`src/rtl/hs_ad_capture_ctrl.sv`:
```
// Dual-channel ADC acquisition controller: input registering, decimation,
// armed level/edge trigger and fixed-length block write into external SDP RAM.
module hs_ad_capture_ctrl #(
  parameter int DEPTH_W = 10,
  parameter int DEC_W   = 8
) (
  input  logic               sys_clk,
  input  logic               sys_rst_n,
  input  logic [9:0]         ad0_data,
  input  logic               ad0_otr,
  input  logic [9:0]         ad1_data,
  input  logic               ad1_otr,
  input  logic               start,
  input  logic               abort,
  input  logic               force_trig,
  input  logic               trig_sel,
  input  logic               trig_edge,
  input  logic [9:0]         trig_level,
  input  logic [DEC_W-1:0]   dec_ratio,
  output logic               wr_en,
  output logic [DEPTH_W-1:0] wr_addr,
  output logic [19:0]        wr_data,
  output logic               busy,
  output logic               waiting,
  output logic               done,
  output logic               otr_flag
);

  typedef enum logic [2:0] {
    IDLE,
    ARM,
    WAIT_TRIG,
    CAPTURE,
    DONE
  } state_t;

  localparam logic [DEPTH_W-1:0] ADDR_ONE  = 1;
  localparam logic [DEPTH_W-1:0] ADDR_LAST = '1;
  localparam logic [DEC_W-1:0]   DEC_ONE   = 1;

  state_t             state;
  logic [9:0]         s1_ad0;
  logic [9:0]         s1_ad1;
  logic               s1_otr0;
  logic               s1_otr1;
  logic [DEC_W-1:0]   dec_ratio_q;
  logic [DEC_W-1:0]   dec_cnt;
  logic               trig_sel_q;
  logic               trig_edge_q;
  logic [9:0]         trig_level_q;
  logic [9:0]         prev;
  logic [DEPTH_W-1:0] cap_cnt;

  logic       start_ok;
  logic       stb;
  logic [9:0] cur;
  logic       rise_hit;
  logic       fall_hit;
  logic       hit;

  // S1 input stage; trigger compare and RAM write both use these values.
  always_ff @(posedge sys_clk or negedge sys_rst_n) begin
    if (!sys_rst_n) begin
      s1_ad0  <= '0;
      s1_ad1  <= '0;
      s1_otr0 <= 1'b0;
      s1_otr1 <= 1'b0;
    end else begin
      s1_ad0  <= ad0_data;
      s1_ad1  <= ad1_data;
      s1_otr0 <= ad0_otr;
      s1_otr1 <= ad1_otr;
    end
  end

  assign start_ok = start && !abort && ((state == IDLE) || (state == DONE));

  always_ff @(posedge sys_clk or negedge sys_rst_n) begin
    if (!sys_rst_n) begin
      dec_ratio_q  <= '0;
      trig_sel_q   <= 1'b0;
      trig_edge_q  <= 1'b0;
      trig_level_q <= '0;
    end else if (start_ok) begin
      dec_ratio_q  <= dec_ratio;
      trig_sel_q   <= trig_sel;
      trig_edge_q  <= trig_edge;
      trig_level_q <= trig_level;
    end
  end

  // Restarting at 0 on arm makes the first ARM cycle a strobe.
  always_ff @(posedge sys_clk or negedge sys_rst_n) begin
    if (!sys_rst_n) begin
      dec_cnt <= '0;
    end else if (start_ok) begin
      dec_cnt <= '0;
    end else if (dec_cnt >= dec_ratio_q) begin
      dec_cnt <= '0;
    end else begin
      dec_cnt <= dec_cnt + DEC_ONE;
    end
  end

  assign stb      = (dec_cnt == '0);
  assign cur      = trig_sel_q ? s1_ad1 : s1_ad0;
  assign rise_hit = (prev < trig_level_q) && (cur >= trig_level_q);
  assign fall_hit = (prev > trig_level_q) && (cur <= trig_level_q);
  assign hit      = trig_edge_q ? fall_hit : rise_hit;

  // wr_addr advances the cycle after each visible write, so it always shows
  // the address of the strobe currently on the RAM port.
  always_ff @(posedge sys_clk or negedge sys_rst_n) begin
    if (!sys_rst_n) begin
      state    <= IDLE;
      wr_en    <= 1'b0;
      wr_addr  <= '0;
      wr_data  <= '0;
      busy     <= 1'b0;
      waiting  <= 1'b0;
      done     <= 1'b0;
      otr_flag <= 1'b0;
      prev     <= '0;
      cap_cnt  <= '0;
    end else begin
      wr_en <= 1'b0;
      if (abort) begin
        state   <= IDLE;
        busy    <= 1'b0;
        waiting <= 1'b0;
        done    <= 1'b0;
      end else begin
        if (wr_en) begin
          wr_addr <= wr_addr + ADDR_ONE;
        end
        case (state)
          IDLE: begin
            if (start) begin
              state    <= ARM;
              wr_addr  <= '0;
              otr_flag <= 1'b0;
              done     <= 1'b0;
              busy     <= 1'b1;
              waiting  <= 1'b0;
            end
          end
          ARM: begin
            if (stb) begin
              prev    <= cur;
              state   <= WAIT_TRIG;
              waiting <= 1'b1;
            end
          end
          WAIT_TRIG: begin
            if (stb) begin
              prev <= cur;
              if (hit || force_trig) begin
                state   <= CAPTURE;
                waiting <= 1'b0;
                wr_en   <= 1'b1;
                wr_data <= {s1_ad1, s1_ad0};
                if (s1_otr0 || s1_otr1) begin
                  otr_flag <= 1'b1;
                end
                cap_cnt <= ADDR_ONE;
              end
            end
          end
          CAPTURE: begin
            if (stb) begin
              wr_en   <= 1'b1;
              wr_data <= {s1_ad1, s1_ad0};
              if (s1_otr0 || s1_otr1) begin
                otr_flag <= 1'b1;
              end
              cap_cnt <= cap_cnt + ADDR_ONE;
              if (cap_cnt == ADDR_LAST) begin
                state <= DONE;
              end
            end
          end
          DONE: begin
            if (start) begin
              state    <= ARM;
              wr_addr  <= '0;
              otr_flag <= 1'b0;
              done     <= 1'b0;
              busy     <= 1'b1;
              waiting  <= 1'b0;
            end else begin
              // Final write is still on the port during the first DONE cycle.
              done <= 1'b1;
              busy <= 1'b0;
            end
          end
          default: begin
            state <= IDLE;
          end
        endcase
      end
    end
  end

endmodule

```
`config.mk`:
```
export PLATFORM = sky130hd
export DESIGN_NAME = hs_ad_capture_ctrl
export DESIGN_NICKNAME = d
export VERILOG_FILES = /design/src/rtl/hs_ad_capture_ctrl.sv
export SDC_FILE = /design/constraint.sdc
export NUM_CORES = 1
export LEC_CHECK = 0
export CAP_MARGIN = 25
export CORE_ASPECT_RATIO = 0.5
export CORE_MARGIN = 4
export CORE_UTILIZATION = 40
export DETAILED_ROUTE_END_ITERATION = 6
export GPL_TIMING_DRIVEN = 1
export SLEW_MARGIN = 10
export SYNTH_ARGS = -nofsm -noshare
export SYNTH_HDL_FRONTEND = slang
export SYNTH_SLANG_ARGS = --single-unit
```
`constraint.sdc`:
```
create_clock -name sys_clk -period 3.5 [get_ports sys_clk]
set_input_delay 0.525 -clock sys_clk [delete_from_list [all_inputs] [get_ports sys_clk]]
set_output_delay 0.525 -clock sys_clk [all_outputs]
set_load 0.02 [all_outputs]
```
# After elaboration in Yosys (flattened, before gate mapping)
# Cells that the tools add are included.
# W data, S select, Z words.
[word_totals] register_bits=108 latchBits=0 ramBits=0 rom_bits=0 input_bits=47 output_inout_bits=35 word_cells=112 n_memories=0
[classes] add_sub_neg=3 n_mul=0 div=0 magnitude_cmp=5 n_eq_ne=16 n_shift=0 muxes=46 n_bitwise=1 n_reduce_logical=22
[ops] operator="$mux W10" n=7
[ops] operator="$mux W20" n=3
[ops] operator="$pmux W20 S2" n=1
[ops] operator="$mux W3" n=7
[ops] operator="$add A10 B1 Y10 const B" n=2
[ops] operator="$pmux W10 S2" n=1
[ops] operator="$mux W1" n=19
[ops] operator="$ne A3 B3 Y1 const B" n=6
[ops] operator="$mux W8" n=2
[ops] operator="$pmux W3 S4" n=1
[ops] operator="$reduce_and A6 Y1" n=2
[ops] operator="$eq A10 B10 Y1 const B" n=1
[ops] operator="$ge A10 B10 Y1" n=1
[ops] operator="$gt A10 B10 Y1" n=1
[ops] operator="$le A10 B10 Y1" n=1
[ops] operator="$lt A10 B10 Y1" n=1
[ops] operator="$reduce_and A5 Y1" n=2
[ops] operator="$add A8 B1 Y8 const B" n=1
[ops] operator="$ge A8 B8 Y1" n=1
[ops] operator="$logic_not A8 Y1" n=1
[ops] operator="$eq A3 B2 Y1 const B" n=2
[ops] operator="$ne A2 B2 Y1 const B" n=3
[ops] operator="$pmux W1 S2" n=3
[ops] operator="$pmux W1 S3" n=2
[ops] operator="other kinds (15)" n=22

# Logic depth before layout (Yosys ltp)
[logic_depth] word_depth=9 mapped_depth=14

# Worst setup path after synthesis
# No wires, ideal clock.
[synth_timing] path_kind="flip-flop to flip-flop" from="reg trig_sel_q" to="reg wr_data[10]" arrival_ps=3001 required_ps=3383 path_slack_ps=382 path_stages_with_launch=15 n_path_buf=3 path_cell_list="dfrtp_1 -> clkbuf_1 -> mux2_2 -> ha_1 -> and2_1 -> a211o_1 -> a221oi_2 -> nor4bb_2 -> a211o_2 -> o21ai_2 -> buf_6 -> inv_2 -> buf_2 -> nand2_1 -> nand2_1"
[synth_between] elab_chain_cells=7 elab_cells_between_ends=9 classes_between="order compare: 2; eq/ne: 1; mux: 2; reduce/logical: 4"
[synth_rtl] element="start: declaration" line_no="48" source="logic trig_sel_q;"
[synth_rtl] element="start signal: assignment" line_no="86" source="trig_sel_q <= trig_sel;"
[synth_rtl] element="$mux W10 *" line_no="106" source="assign cur = trig_sel_q ? s1_ad1 : s1_ad0;"
[synth_rtl] element="named net cur[1]" line_no="56" source="logic [9:0] cur;"
[synth_rtl] element="$ge A10 B10 Y1 or $le A10 B10 Y1 (tied branches)" line_no="107, 108"
[synth_rtl] element="$logic_and A1 B1 Y1 (on tied branches)" line_no="107, 108"
[synth_rtl] element="$mux W1 *" line_no="109" source="assign hit = trig_edge_q ? fall_hit : rise_hit;"
[synth_rtl] element="$logic_or A1 B1 Y1 *" line_no="157" source="if (hit || force_trig) begin"
[synth_rtl] element="$ne A2 B2 Y1 (no line) *"
[synth_rtl] element="$reduce_and A5 Y1 (no line) *"
[synth_rtl] element="end signal: assignment" line_no="161" source="wr_data <= {s1_ad1, s1_ad0};"
[synth_rtl] element="end signal: assignment" line_no="172" source="wr_data <= {s1_ad1, s1_ad0};"
[synth_rtl] element="end: declaration" line_no="22" source="output logic [19:0] wr_data,"
# The timed path passes the listed nets; every way through them passes the cells marked *.
# A chain may end at the register's enable or synchronous reset.

# Worst setup path after layout
[layout_timing] from="reg trig_sel_q" to="reg cap_cnt[9]"
[layout_between] elab_chain_cells=7 elab_cells_between_ends=9 classes_between="order compare: 2; eq/ne: 1; mux: 2; reduce/logical: 4"
[layout_rtl] element="$mux W10 *" line_no="106"
[layout_rtl] element="named net cur[9]" line_no="56"
[layout_rtl] element="$ge A10 B10 Y1 or $le A10 B10 Y1 (tied branches)" line_no="107, 108"
[layout_rtl] element="$logic_and A1 B1 Y1 (on tied branches)" line_no="107, 108"
[layout_rtl] element="$mux W1 *" line_no="109"
[layout_rtl] element="$logic_or A1 B1 Y1 *" line_no="157"
[layout_rtl] element="$ne A2 B2 Y1 (no line) *"
[layout_rtl] element="$reduce_and A5 Y1 (no line) *"
[layout_rtl] element="end signal: assignment" line_no="176" source="cap_cnt <= cap_cnt + ADDR_ONE;"
[layout_rtl] element="end: declaration" line_no="52" source="logic [DEPTH_W-1:0] cap_cnt;"
# Marked as above.

==> reports/qor.yml <==
critPathCaptureType: "flop"
fin_crit_sh_pct: 91.0
tns_ns: 0
setup_viol: 0
rsz0062_at_grt: "false"
ant_nets: 0
synthArstFlopShare_pct: 100
die-area_um2: 14500
rr_worst_depth: 11
drv_cap: 0
pre_cts_ws_ns: 0.153
syn-num-nets: 572
wl_per_cell_um: 14.0
drc_errors: 0
final_hold_viol_count: 0
nets: 656
clock_skew_ns: 0.0108
htreeDepth: 3
clock.fmax_mhz: 314
critPathArrivalTime_ns: 3.46
cts_sinks: 108
placed_cell_area_um2: 6060
critPathBufInv: 1
synth_edf_count: 0
die_h_um: 87.3
die_width_um: 167
seqPwrFrac_pct: 39.2
grt_pass1_vias: 3523
ys_seq_area_share_pct: 53.8
num-fill-cells: 1120
worst_pin_slew_ns: 0.728
r2r-start: "trig_sel_q"
ys_ff_latch: 108
cts_tree: "yes"
grt_max_degree: 48
antenna_cells: 0
syn_area_per_cell_um2: 10.2
swShare_pct: 36.4
pwr-share-comb_pct: 38.8
drv_slew: 0
setup_ws_ns: 0.316
routed_via_density: 4.84
cp_slowest_cell: "dfrtp_2"
seqCellArea_um2: 2700
core_um2: 12100
min_period_ns: 3.18
clk_path_buf_depth: 2
fin_area_um2: 6370
ioPinCount: 82
hp-class: "input port to async pin"
clk_pin_slew_ns: 0.08
start_util_pct: 41.7
grt_overflow: 0
grt_use_total_pct: 15.2
crit_chain: "mux2_2, ha_1, nand4_1, nor2_1, a221oi_2, nor4bb_2, a211o_2, o21ai_2, buf_4, or4_1, a21oi_1"
switchingPower_mw: 1.67
syn_area_um2: 5020
critPathKind: "flop to flop"
antenna_found_initial: 0
cts_hold_buffers: 0
cp_slowest_stage_delay_ns: 0.53
p_leak_nw: 2.92
drive_above_1_share_pct: 9.97
p_per_area_nw_per_um2: 721
cts-root-buf: "clkbuf_16"
syn_to_final_growth_pct: 26.9
drt-total-wl_um: 10500
yosysWarningCount: 0
crit_fanout: 12
synth.distinct_cells: 46
clk-insertion-delay-late_ns: 0.35
crit_required_ns: 3.78
place.gp.congestion: 0.778
clockPowerShare_pct: 22.0
ir_drop_mv: 0.286
numCtsBuffers: 9
synth_cells: 493
io_buffer_count: 81
multi_input_area_um2: 2160
p_int_mw: 2.92
r2r-end: "cap_cnt[9]"
crit_family: "simple AND/OR/NAND/NOR gates"
status: "finished, final reports clean"
first_pass_iters: 4
ys.flop_type: "dfrtp_1"
rrSetupSlack_ns: 0.32
grt_pass1_wl_um: 17600
drtIter0Drc: 144
slew_headroom_pct: 51.5
row_count: 28
start_kind: "flop"
hpwl_um: 7700
vias: 3617
-- metrics by stage --
step | hold WS [ns] | util, % | power, mW | cells
after detailed placement | 0.449 | 50.3 | 3.61 | 731
after CTS | 0.179 | 52.9 | 4.65 | 747
after floorplan | 0.229 | - | 2.96 | 493
after global placement | 0.447 | 50.3 | 3.57 | 731
final | 0.157 | 52.9 | 4.60 | 747
after global routing | 0.199 | 52.9 | 4.99 | 747
-- Yosys cell counts (all sizes together) (9+ instances only) --
master | count | area share (%)
nor2 | 37 | 2.8
ha | 32 | 8.0
clkbuf | 9 | 0.67
nand3 | 16 | 1.6
o21ai | 30 | 3.1
a21oi | 23 | 2.3
nand2 | 101 | 7.5
mux2 | 22 | 4.9
dfrtp | 108 | 54
inv | 27 | 2.0
-- logic make-up after synthesis --
| logic type | count (synthesis) | share of synthesized area (%) |
|---|---|---|
| adder cells (fa/ha/maj) | 32 | 7.97 |
| multiplexers | 25 | 5.53 |
| AND/OR/NAND/NOR | 188 | 16.5 |
| flip-flops | 108 | 53.8 |
| XOR/XNOR | 16 | 2.79 |
| AO/OA/AOI/OAI | 81 | 10.0 |
| buffers and inverters | 43 | 3.46 |
-- routing by layer --
layer	wire length, um	part of all wire (%)	track usage (%)
met1	5240	50	21.3
met4	98	0.93	3.34
met2	4760	45	24.2
met3	388	3.7	3.63
met5	0	0	0
-- worst max path at each step --
stage / cells after the start / slack, ns / to / startpoint
after detailed placement: 11 / 0.15 / cap_cnt[9] / trig_sel_q
after floorplan: 14 / 0.38 / wr_data[10] / trig_sel_q
after global routing: 11 / 0.03 / cap_cnt[7] / trig_sel_q
after global placement: 11 / 0.25 / cap_cnt[6] / trig_sel_q
final: 11 / 0.32 / cap_cnt[9] / trig_sel_q
after CTS: 11 / 0.14 / cap_cnt[9] / trig_sel_q
-- power by group through the flow --
| stage | combinational (mW) | sequential, mW | clock (mW) |
|---|---|---|---|
| after global routing | 2.03 | 1.85 | 1.11 |
| after CTS | 1.80 | 1.81 | 1.05 |
| final | 1.78 | 1.80 | 1.01 |
| after global placement | 1.74 | 1.82 | 0 |
| after detailed placement | 1.78 | 1.83 | 0 |
| after floorplan | 1.07 | 1.89 | 0 |
-- layout by cell type (no fill, tap or decap), types with 2 or more instances in the layout --
cell	count
xnor2_1	8
dfrtp_1	107
clkdlybuf4s50_1	80
or3_1	3
buf_12	2
nand2_1	101
buf_4	7
nand4_1	6
o21a_1	2
nand2b_1	3
a211oi_1	7
clkbuf_16	9
xor2_1	8
nand3_1	16
a21oi_1	23
nor3_1	3
o21ai_0	26
nor4b_1	2
nor2_1	36
clkinv_4	2
nor2b_1	2
mux2i_1	3
o211ai_1	2
inv_1	26
o21ai_1	2
and2_1	2
mux2_2	22
ha_1	32
and3_1	6
clkinv_8	3
a21o_1	2
o21ai_2	2
or4_1	4
o31ai_1	5
-- flip-flops by register name, indices dropped and copies added, names as in the netlist, 3 cells and up --
register      cells
wr_data          20
cap_cnt          10
prev             10
s1_ad0           10
s1_ad1           10
trig_level_q     10
wr_addr          10
dec_cnt           8
dec_ratio_q       8
state             3
-- layout make-up --
cell class	instances	share of cell area [%]
flip-flops and latches	108	42.4
well taps	165	3.24
multi-input cells	342	33.9
clock buffers	9	3.53
inverters	27	1.59
repair buffers	89	14.0
clock inverters	7	1.33
-- what timing repair did --
action / 4_1_cts / 5_1_grt
resized for setup: 0 / 2
setup buffers: 0 / 0
endpoints found under the setup margin: 0 / 4
Power figures use the tool's default switching activity.
